<file path="src/rtl/traffic_writer.sv">
// Ingress traffic source for the 4x4 fabric: pushes tagged, sequence-numbered
// bursts into the four input FIFOs with round-robin lane selection.
module traffic_writer #(
    parameter int unsigned data_width = 10,
    parameter int unsigned len_width  = 5
) (
    input  logic                   clk,
    input  logic                   reset,
    input  logic                   start,
    input  logic [3:0]             lane_mask,
    input  logic [len_width-1:0]   burst_len,
    input  logic [7:0]             dest_map,
    input  logic [3:0]             almost_full_in,
    output logic                   push0,
    output logic                   push1,
    output logic                   push2,
    output logic                   push3,
    output logic [data_width-1:0]  FIFO_data_in0,
    output logic [data_width-1:0]  FIFO_data_in1,
    output logic [data_width-1:0]  FIFO_data_in2,
    output logic [data_width-1:0]  FIFO_data_in3,
    output logic                   busy,
    output logic                   done,
    output logic [len_width+1:0]   words_sent
);

    localparam int unsigned seq_width = data_width - 2;
    localparam int unsigned cnt_width = len_width + 2;

    typedef enum logic [1:0] {
        IDLE = 2'd0,
        SEND = 2'd1,
        DONE = 2'd2
    } state_t;

    state_t state_q, state_d;

    logic [3:0][len_width-1:0]  remaining_q, remaining_d;
    logic [3:0][seq_width-1:0]  seq_q, seq_d;
    logic [3:0][1:0]            dest_q, dest_d;
    logic [3:0][data_width-1:0] data_q, data_d;
    logic [3:0]                 push_q, push_d;
    logic [cnt_width-1:0]       words_q, words_d;
    logic [1:0]                 rr_q, rr_d;
    logic                       busy_q, busy_d;
    logic                       done_q, done_d;

    logic                       found;
    logic [1:0]                 sel;
    logic [1:0]                 cand;

    // Round-robin search starting at rr for a lane with work and FIFO room
    always_comb begin
        found = 1'b0;
        sel   = 2'd0;
        cand  = 2'd0;
        for (int i = 0; i < 4; i++) begin
            cand = rr_q + 2'(i);
            if (!found && (remaining_q[cand] != '0) && !almost_full_in[cand]) begin
                found = 1'b1;
                sel   = cand;
            end
        end
    end

    // Next-state and next-output logic
    always_comb begin
        state_d     = state_q;
        remaining_d = remaining_q;
        seq_d       = seq_q;
        dest_d      = dest_q;
        data_d      = data_q;
        push_d      = '0;
        words_d     = words_q;
        rr_d        = rr_q;
        done_d      = 1'b0;

        case (state_q)
            IDLE: begin
                if (start) begin
                    for (int k = 0; k < 4; k++) begin
                        remaining_d[k] = lane_mask[k] ? burst_len : '0;
                    end
                    seq_d   = '0;
                    dest_d  = dest_map;
                    words_d = '0;
                    rr_d    = 2'd0;
                    if ((lane_mask == 4'd0) || (burst_len == '0)) begin
                        state_d = DONE;
                    end else begin
                        state_d = SEND;
                    end
                end
            end
            SEND: begin
                if (found) begin
                    push_d[sel]      = 1'b1;
                    data_d[sel]      = {dest_q[sel], seq_q[sel]};
                    seq_d[sel]       = seq_q[sel] + seq_width'(1);
                    remaining_d[sel] = remaining_q[sel] - len_width'(1);
                    words_d          = words_q + cnt_width'(1);
                    rr_d             = sel + 2'd1;
                    // Last outstanding word leaves on the same edge DONE is entered
                    if (remaining_d == '0) begin
                        state_d = DONE;
                    end
                end
            end
            DONE: begin
                done_d  = 1'b1;
                state_d = IDLE;
            end
            default: begin
                state_d = IDLE;
            end
        endcase

        busy_d = (state_d == SEND);
    end

    // State and output registers
    always_ff @(posedge clk) begin
        if (reset) begin
            state_q     <= IDLE;
            remaining_q <= '0;
            seq_q       <= '0;
            dest_q      <= '0;
            data_q      <= '0;
            push_q      <= '0;
            words_q     <= '0;
            rr_q        <= 2'd0;
            busy_q      <= 1'b0;
            done_q      <= 1'b0;
        end else begin
            state_q     <= state_d;
            remaining_q <= remaining_d;
            seq_q       <= seq_d;
            dest_q      <= dest_d;
            data_q      <= data_d;
            push_q      <= push_d;
            words_q     <= words_d;
            rr_q        <= rr_d;
            busy_q      <= busy_d;
            done_q      <= done_d;
        end
    end

    assign push0         = push_q[0];
    assign push1         = push_q[1];
    assign push2         = push_q[2];
    assign push3         = push_q[3];
    assign FIFO_data_in0 = data_q[0];
    assign FIFO_data_in1 = data_q[1];
    assign FIFO_data_in2 = data_q[2];
    assign FIFO_data_in3 = data_q[3];
    assign busy          = busy_q;
    assign done          = done_q;
    assign words_sent    = words_q;

endmodule
</file>
<file path="config.mk">
export PLATFORM = sky130hd
export DESIGN_NAME = traffic_writer
export DESIGN_NICKNAME = d
export VERILOG_FILES = /design/src/rtl/traffic_writer.sv
export SDC_FILE = /design/constraint.sdc
export NUM_CORES = 1
export LEC_CHECK = 0
export CORE_AREA = 2 2 118 120
export DETAILED_ROUTE_END_ITERATION = 12
export DIE_AREA = 0 0 120 122
export PLACE_DENSITY_LB_ADDON = 0.05
export SYNTH_ARGS = -nofsm -noshare
export SYNTH_HDL_FRONTEND = slang
export SYNTH_SLANG_ARGS = --single-unit
</file>
<file path="constraint.sdc">
create_clock -name clk -period 8.16 [get_ports clk]
set_clock_uncertainty 0.05 [all_clocks]
set_input_delay 0.816 -clock clk [delete_from_list [all_inputs] [get_ports clk]]
set_output_delay 0.816 -clock clk [all_outputs]
set_load 0.05 [all_outputs]
</file>
# Yosys cells after proc, flatten, opt, wreduce, memory -nomap -nowiden
# Cells that the tools add are included.
dict set report classes {
  shifts 0
  n_mux 63
  addsub 7
  bitwise 2
  eq_ne 5
  n_lt_le_gt_ge 6
  div_mod_pow 0
  mul 0
  reduce_logical 29
}
# cell n
set ops {}
lappend ops {{32-bit 2-to-1 mux} 2}
lappend ops {{32-bit one-hot mux with 2 select lines} 1}
lappend ops {{5-bit binary-select mux with 2-bit select} 5}
lappend ops {{5-bit 2-to-1 mux} 10}
lappend ops {{40-bit bitwise mux} 1}
lappend ops {{20-bit 2-to-1 mux} 2}
lappend ops {{20-bit one-hot mux with 2 select lines} 1}
lappend ops {{32-bit bitwise mux} 1}
lappend ops {{2-bit 2-to-1 mux} 11}
lappend ops {{20-bit bitwise mux} 1}
lappend ops {{10-bit demux with 2-bit select} 1}
lappend ops {{20-bit zero test} 1}
lappend ops {{5-bit nonzero test} 4}
lappend ops {{8-bit binary-select mux with 2-bit select} 1}
lappend ops {{8-bit demux with 2-bit select} 1}
lappend ops {{8-bit 2-to-1 mux} 2}
lappend ops {{2-bit by 3-bit less-than comparator with 1-bit output (second input constant)} 5}
lappend ops {{7-bit 2-to-1 mux} 2}
lappend ops {{7-bit one-hot mux with 2 select lines} 1}
lappend ops {{5-bit demux with 2-bit select} 1}
lappend ops {{1-bit 2-to-1 mux} 10}
lappend ops {{10-bit 2-to-1 mux} 1}
lappend ops {{8-bit by 1-bit adder with 8-bit output (second input constant)} 1}
lappend ops {{1-bit binary-select mux with 2-bit select} 4}
lappend ops {{22 further kinds} 42}
dict set report totals {
  romBits 0
  latchBits 0
  regBits 117
  mem_count 0
  wordCells 134
  output_inout_bits 53
  ramBits 0
}

# Logic depth before layout (Yosys ltp)
# Gate-level depths: netlist (run 1).
dict set report logic_depth {
  depth_word 27
  depth_mapped 17
  depth_no_buf 15
}

# Worst setup path before layout (run 1)
# OpenSTA, ideal clock, no wires.
dict set report synth_path {
  path_kind {in2reg}
  startpoint {input almost_full_in[2]}
  endpoint {register busy_q, in the netlist busy}
  required_time_ns 7.990
  path_stages 15
  setup_ns 0.120
  slack_ns 4.171
  arrival_ns 3.820
  cell_sequence {mux2i_1 > o21ai_1 > mux4_2 > nor2b_2 > buf_6 > o21a_4 > buf_6 > inv_6 > buf_2 > ha_1 > clkbuf_1 > or4_1 > nor3_1 > a31oi_1 > o31a_1}
}
dict set report synth_via {
  elab_chain_len 27
}
# item line
set synth_rtl {}
lappend synth_rtl {{start, declared} 13} ;# input logic [3:0] almost_full_in,
lappend synth_rtl {{branches (longest 24 deep; another with 1-bit binary-select mux with 2-bit select)} -}
lappend synth_rtl {{2-bit 2-to-1 mux *} 96} ;# if (found) begin
lappend synth_rtl {{2-bit one-hot mux with 2 select lines *} 78} ;# case (state_q)
lappend synth_rtl {{2-bit by 1-bit equality test with 1-bit output *} 118} ;# busy_d = (state_d == SEND);
lappend synth_rtl {{end signal, assigned} 143} ;# busy_q <= busy_d;
lappend synth_rtl {{end, declared} 45} ;# logic busy_q, busy_d;
# Every way passes the cells marked *. The select of a mux whose other input is x is not followed.
# A chain may end at the register's enable or synchronous reset.

# Worst setup path in the final report (run 1)
dict set report layout_path {
  startpoint {input almost_full_in[2]}
  endpoint {register seq_q[5] (netlist name)}
}
dict set report layout_via {
  elab_chain_len 24
}
# item line
set layout_rtl {}
lappend layout_rtl {{branches (longest 24 deep; another with 1-bit binary-select mux with 2-bit select)} -}
lappend layout_rtl {{end signal, assigned} 137} ;# seq_q <= seq_d;
lappend layout_rtl {{end, declared} 39} ;# logic [3:0][seq_width-1:0] seq_q, seq_d;
# Parallel ways; which one is timed is not known. The select of a mux whose other input is x is not followed.

==> results of run 1 <==
## how the worst max path moves through the flow
stage,endpoint,from,depth (start not counted),slack (ns)
final,seq_q[5],almost_full_in[2],12,3.07
after CTS,seq_q[5],almost_full_in[2],12,3.11
after detailed placement,seq_q[5],almost_full_in[2],12,2.74
after global routing,seq_q[5],almost_full_in[3],12,2.63
after floorplan,busy,almost_full_in[2],15,4.17
after global placement,seq_q[13],almost_full_in[2],12,2.91
## sequential cells by signal, summed over array words and instances, names as in the netlist
signal and count:
FIFO_data_in1 10, FIFO_data_in2 10, FIFO_data_in3 10, FIFO_data_in0 10, seq_q 32, done 1, words_sent 7, push_q 4
state_q 2, dest_q 8, busy 1, remaining_q 20, rr_q 2
## routing by layer
layer  share of wire  wire, um
met1            0.42      7430
met2            0.50      8730
met3           0.059      1030
met4           0.022       384
met5               0         0
## stage by stage
stage          cells  instance area, um2  power, W
2_1_floorplan    735                5940   0.00140
3_3_place_gp     945                6740   0.00163
3_5_place_dp     945                6740   0.00163
4_1_cts          977                7350   0.00241
5_1_grt          977                7350   0.00254
6_report         977                7350   0.00241
## synthesized netlist by cell type, types with 5 or more instances
cell type | count | area, um2
o211ai_1 | 12 | 90.1
mux2i_1 | 31 | 310
a21oi_1 | 70 | 350
a311oi_1 | 10 | 87.6
o21ai_1 | 14 | 70.1
nor3_1 | 13 | 65.1
dfxtp_1 | 117 | 2340
xor2_1 | 5 | 43.8
nand2b_1 | 5 | 31.3
o31ai_1 | 7 | 52.6
nand3_1 | 34 | 170
nor2_1 | 124 | 465
and3_1 | 6 | 37.5
o21ai_0 | 17 | 85.1
nor2b_1 | 5 | 31.3
a31oi_1 | 10 | 62.6
a211oi_1 | 5 | 37.5
a22oi_1 | 11 | 82.6
clkbuf_1 | 41 | 154
ha_1 | 7 | 87.6
mux2_2 | 10 | 113
nand4_1 | 7 | 43.8
inv_1 | 10 | 37.5
nand2_1 | 77 | 289
## placed cells by master, fill, tap and decap left out, drive strengths merged, types with 5 or more instances in the layout
master / instances
a21oi: 71
o31ai: 8
o211ai: 12
clkdlybuf4s50: 75
nor2b: 6
nand3: 35
ha: 7
nand2: 78
clkbuf: 19
a31oi: 10
nor2: 124
nor3: 13
mux2: 12
o21ai: 32
a22oi: 11
and3: 6
xor2: 6
dfxtp: 117
nand4: 7
or4: 7
mux2i: 32
nand2b: 5
buf: 5
inv: 18
a211oi: 5
a311oi: 14
## kinds of logic after synthesis
| family | Yosys count | share of synthesized area |
|---|---|---|
| AOI/OAI and AO/OA | 194 | 0.216 |
| xor gates and xnor gates | 10 | 0.0160 |
| adders and majority gates | 7 | 0.0147 |
| buffers and inverters | 65 | 0.0472 |
| DFF | 117 | 0.394 |
| muxes | 46 | 0.0862 |
| and+or+nand+nor | 296 | 0.225 |
## critical path, delay by kind of cell
kind | cells | cell delay, ns
muxes | 2 | 0.92
buffers and inverters | 3 | 1.08
adders and majority gates | 1 | 0.54
AOI/OAI and AO/OA | 4 | 0.72
and+or+nand+nor | 2 | 1.30
## area by class of cell
cell class	count	area [um2]	area share
clock buffers	19	443	0.0602
flip-flops and latches	117	2340	0.318
well taps	180	225	0.0306
repair buffers	80	788	0.107
inverters	15	61.3	0.00834
multi-input cells	553	3330	0.452
clock inverters	13	169	0.0230
## report_power, final
group	total (W)	internal, W	switching (W)
registers	0.000663	0.000611	0.0000520
logic	0.000980	0.000333	0.000647
clock network	0.000772	0.000491	0.000281
==> summary.md, run 1 <==
| Metric | Value |
|---|---|
| Status | `finished, final reports clean` |
| Antenna Cells | `0` |
| Lkg Pwr | `2.61 nW` |
| GRT Util Overall | `0.246` |
| Met2 usage | `0.423` |
| Ys async rst share | `0` |
| Final hold vios | `0` |
| Post-CTS Resized | `0` |
| Reg clk slew, reported paths | `approximately 0.060 ns` |
| Routed Wire Length | `around 18 mm` |
| Layout cells sized above 1 | `0.0979` |
| Die ar. | `0.0146 mm2` |
| Worst Setup End Kind | `register` |
| Mapped Area | `a little under 0.006 mm2` |
| Yosys cell types | `70` |
| Worst VDD drop | `0.173 mV` |
| Worst Hold Launch | `dest_q[4]` |
| FMAX | `between 150 and 200 MHz` |
| Met3 Use GR | `0.0566` |
| Crit path top cell by count | `o21ai_1` |
| GP Congestion | `0.904` |
| Iter 0 DRT Violations | `around 420` |
| Core ar. | `roughly 0.014 mm2` |
| Rows | `43` |
| Post-synth net total | `766` |
| GRT busiest layer | `met2` |
| Root buf cell | `clkbuf_16` |
| CP required | `8.45 ns` |
| Antenna violations before repair | `0` |
| Power per cell area | `between 300 and 400 mW/mm2` |
| Die Y-Extent | `between 100 and 150 um` |
| Hold path endpoint | `dest_q[4]` |
| Routed vias/inst | `roughly 5.8` |
| Placement Setup Slack | `between 2 and 3 ns` |
| Util after Layout | `0.545` |
| CP Data Arrival Time | `about 5.4 ns` |
| Unrepaired setup endpoints after global routing | `false` |
| Clk buf depth | `2` |
| FILL cells | `~1200` |
| Initial Util | `0.440` |
| 1st-pass router iterations | `5` |
| Fin Hold WS | `0.406 ns` |
| Final Setup Violations | `0` |
| Post-DP HPWL | `between 10 and 15 mm` |
| Largest net degree at the start of global routing | `92` |
| Top-level I/O count | `77` |
| P&R area growth vs syn | `23.8%` |
| Hold path cells | `2` |
| Synthesized netlist cell count | `around 740` |
| DR vias | `roughly 5600` |
| Reg2reg path depth | `11` |
| Routed length per instance | `roughly 18 um` |
| Clock Latency Late Sink | `about 0.42 ns` |
| Worst-Margin Slew | `1.27 ns` |
| Global-route wire length before repair | `around 28 mm` |
| Port Buffer Count | `between 70 and 80` |
| CTS buffer count | `17` |
| Primary FF master, synth | `dfxtp_1` |
| Worst setup margin | `3.07 ns` |
| Seq cells post-synth | `117` |
| H-tree Lvls | `4` |
| Max-Slew Margin vs Limit | `0.150` |
| Largest fanout on the critical path | `21` |
| Residual DRC | `0` |
| Worst Setup Start Kind | `input pin` |
| Ys Warns | `0` |
| Final nets | `815` |
| Slew Viols, Final | `0` |
| Worst setup path class | `input pin to register` |
| Grt met1 use | `0.301` |
| Setup TNS | `0 ns` |
| Seq/Total Area, Yosys | `0.394` |
| Reg2reg start | `rr_q[0]` |
| Global route overflow | `0` |
| Period utilisation layout | `0.624` |
| Critical path, cell by cell | `clkdlybuf4s50_1 > mux2i_1 > o21ai_1 > mux4_2 > o21ai_1 > nand2_2 > inv_2 > ha_1 > inv_1 > nor3_1 > o21ai_0 > a21oi_1` |
| CTS Sinks | `~120` |
| ANT nets after route | `0` |
| CTS tree | `built` |
| Slowest cell on crit path | `nor3_1` |
| Hold_buf cts | `0` |
| Post-CTS setup buffer count | `0` |
| Number of max-cap violations | `0` |
| Post-synth EDFFs | `0` |
| R2R Setup Slk | `roughly 3.1 ns` |
| Crit path largest cell delay | `1.01 ns` |
| FF-to-FF End | `seq_q[5]` |
| Avg Cell Area, Syn | `around 8.1 um2` |
| Min Tclk post-route | `between 5 and 6 ns` |
| Vias in the first global route | `5290` |
| Die W | `approximately 120 um` |
| Hold Path Class | `register to register` |
No activity file was read; power rests on OpenSTA's default activity.
==> run 2, diff against run 1 <==
Clock period 8.16 ns to 4.85 ns, I/O delays scaled along.
==> summary.md, run 2 (same netlist as run 1, synthesis figures left out) <==
| Metric | Value |
|---|---|
| 1st-pass router iterations | `5 (unchanged)` |
| Critical path, cell by cell | `nor4_1 > buf_4 > a21o_1 > mux4_2 > nor2b_2 > o21a_4 > ha_1 > nor2b_1 > a21oi_1 > o211ai_1 > nor2_1 > a21boi_1 > a31oi_1 > o31a_1 (was clkdlybuf4s50_1 > mux2i_1 > o21ai_1 > mux4_2 > o21ai_1 > nand2_2 > inv_2 > ha_1 > inv_1 > nor3_1 > o21ai_0 > a21oi_1)` |
| Worst Setup End Kind | `register (unchanged)` |
| Die W | `120 um (unchanged)` |
| P&R area growth vs syn | `25.6% (was 23.8%)` |
| Family with the most delay on the worst path | `compound AO/OA/AOI/OAI gates (was simple AND/OR/NAND/NOR gates)` |
| CP Data Arrival Time | `4.26 ns (was 5.39 ns)` |
| Fin Hold WS | `0.404 ns (was 0.406 ns)` |
| Worst VDD drop | `0.303 mV (was 0.173 mV)` |
| CP required | `5.11 ns (was 8.45 ns)` |
| CTS Sinks | `117 (unchanged)` |
| FILL cells | `1258 (was 1249)` |
| Commonest non-fill, non-tap cell in the layout | `nor2_1 (unchanged)` |
| Largest fanout on the critical path | `12 (was 21)` |
| H-tree Lvls | `4 (unchanged)` |
| Buf/Inv on CP | `1 (was 3)` |
| Slew Viols, Final | `0 (unchanged)` |
| Final Setup Violations | `0 (unchanged)` |
| ANT nets after route | `0 (unchanged)` |
| Post-DP HPWL | `12.2 mm (was 11.9 mm)` |
| Reg clk slew, reported paths | `0.06 ns (about the same)` |
| Power per cell area | `548 mW/mm2 (was 328 mW/mm2)` |
| Seq. cell area | `0.00234 mm2 (unchanged)` |
| CTS buffer count | `17 (unchanged)` |
| Clock Latency Late Sink | `0.42 ns (about the same)` |
| Worst setup path class | `register to register (was input pin to register)` |
| GRT Util Overall | `0.249 (was 0.246)` |
| Lkg Pwr | `2.68 nW (was 2.61 nW)` |
| Final nets | `831 (was 815)` |
| Antenna Cells | `0 (unchanged)` |
| Period utilisation layout | `0.826` |
| Top flop regs | `seq_q (32), remaining_q (20) (unchanged)` |
| Max-Slew Margin vs Limit | `0.373 (was 0.150)` |
| Die Y-Extent | `122 um (unchanged)` |
| Vias in the first global route | `5270 (was 5290)` |
| GP Congestion | `0.889 (was 0.904)` |
| Hold Path Class | `register to register (unchanged)` |
| Initial Util | `0.440 (unchanged)` |
| Core ar. | `0.0135 mm2 (unchanged)` |
| Routed length per instance | `18.1 um (was 18.0 um)` |
| Worst Setup Start Kind | `register (was input pin)` |
| CTS tree | `built (unchanged)` |
| Routed Wire Length | `18.0 mm (was 17.6 mm)` |
| Top-level I/O count | `77 (unchanged)` |
| Min Tclk post-route | `around 4.0 ns` |
| Unrepaired setup endpoints after global routing | `false (unchanged)` |
| Die ar. | `0.0146 mm2 (unchanged)` |
| Routed vias/inst | `5.69 (was 5.77)` |
| FMAX | `between 200 and 250 MHz` |
| Rows | `43 (unchanged)` |
| Number of flip-flops in the largest register | `32 (unchanged)` |
| Antenna violations before repair | `0 (unchanged)` |
| Root buf cell | `clkbuf_16 (unchanged)` |
| Crit path largest cell delay | `0.51 ns (was 1.01 ns)` |
| Global-route wire length before repair | `28.4 mm (was 28.2 mm)` |
| Post-CTS Resized | `0 (unchanged)` |
| Hold_buf cts | `0 (unchanged)` |
| DR vias | `5646 (was 5636)` |
| Residual DRC | `0 (unchanged)` |
| Port Buffer Count | `76 (unchanged)` |
| Biggest register | `seq_q (unchanged)` |
| Most frequent cells in the layout | `124 x nor2_1, 117 x dfxtp_1, 77 x nand2_1 (unchanged)` |
| Area of the multi-input gates | `0.00333 mm2 (unchanged)` |
| Setup TNS | `0 ns (unchanged)` |
| Layout cells sized above 1 | `0.117 (was 0.0979)` |
| Iter 0 DRT Violations | `459 (was 415)` |
| Slowest cell on crit path | `ha_1 (was nor3_1)` |
| Largest net degree at the start of global routing | `60 (was 92)` |
| Number of max-cap violations | `0 (unchanged)` |
| Final hold vios | `0 (unchanged)` |
| Clk buf depth | `2 (unchanged)` |
| Status | `finished, final reports clean (unchanged)` |
| Worst-Margin Slew | `0.939 ns (was 1.27 ns)` |
| Global route overflow | `0 (unchanged)` |
| Post-CTS setup buffer count | `0 (unchanged)` |
==> run 2: report_power, final <==
part	internal (W)	total, W	switching (W)
combinational	0.000602	0.00170	0.00110
clock	0.000769	0.00127	0.000501
sequential	0.00103	0.00111	0.0000863
total	0.00240	0.00409	0.00169
==> run 2: per-stage QoR <==
step / total power, W / utilization / instances / area [um2] / setup slack, ns
final: 0.00409 / 0.552 / 993 / 7460 / 0.845
after floorplan: 0.00236 / - / 735 / 5940 / 1.19
after global routing: 0.00430 / 0.552 / 993 / 7460 / 0.548
after global placement: 0.00281 / 0.508 / 961 / 6860 / 0.600
after detailed placement: 0.00281 / 0.508 / 961 / 6860 / 0.519
after CTS: 0.00408 / 0.552 / 993 / 7460 / 0.888
==> run 2: cell type report <==
type                    instances  share of cell area
well taps                     180              0.0302
flip-flops and latches        117               0.314
multi-input cells             553               0.446
clock buffers                  17              0.0570
inverters                      15             0.00822
repair buffers                 96               0.122
clock inverters                15              0.0231
==> run 2: metal layers <==
metal  vias to the layer above  part of all wire  global-route usage
li1                       2749                 -                   -
met1                      2663              0.43               0.300
met2                       194              0.49               0.438
met3                        40             0.053              0.0501
met4                         0             0.028              0.0926
met5                         -                 0                   0
==> run 2: final timing paths <==
check	startpoint	endpoint	slack, ns	depth (start not counted)
setup reg to reg	remaining_q[6]	busy	0.84	14
hold / removal	dest_q[6]	dest_q[6]	0.40	2
setup / recovery	remaining_q[6]	busy	0.84	14
hold reg to reg	dest_q[6]	dest_q[6]	0.40	2
==> run 2: tightest hold or removal path: cells and delay by family (launching register included) <==
kind / cells / cell delay, ns
compound gates: 1 / 0.05
simple gates: 1 / 0.05
flops: 1 / 0.30
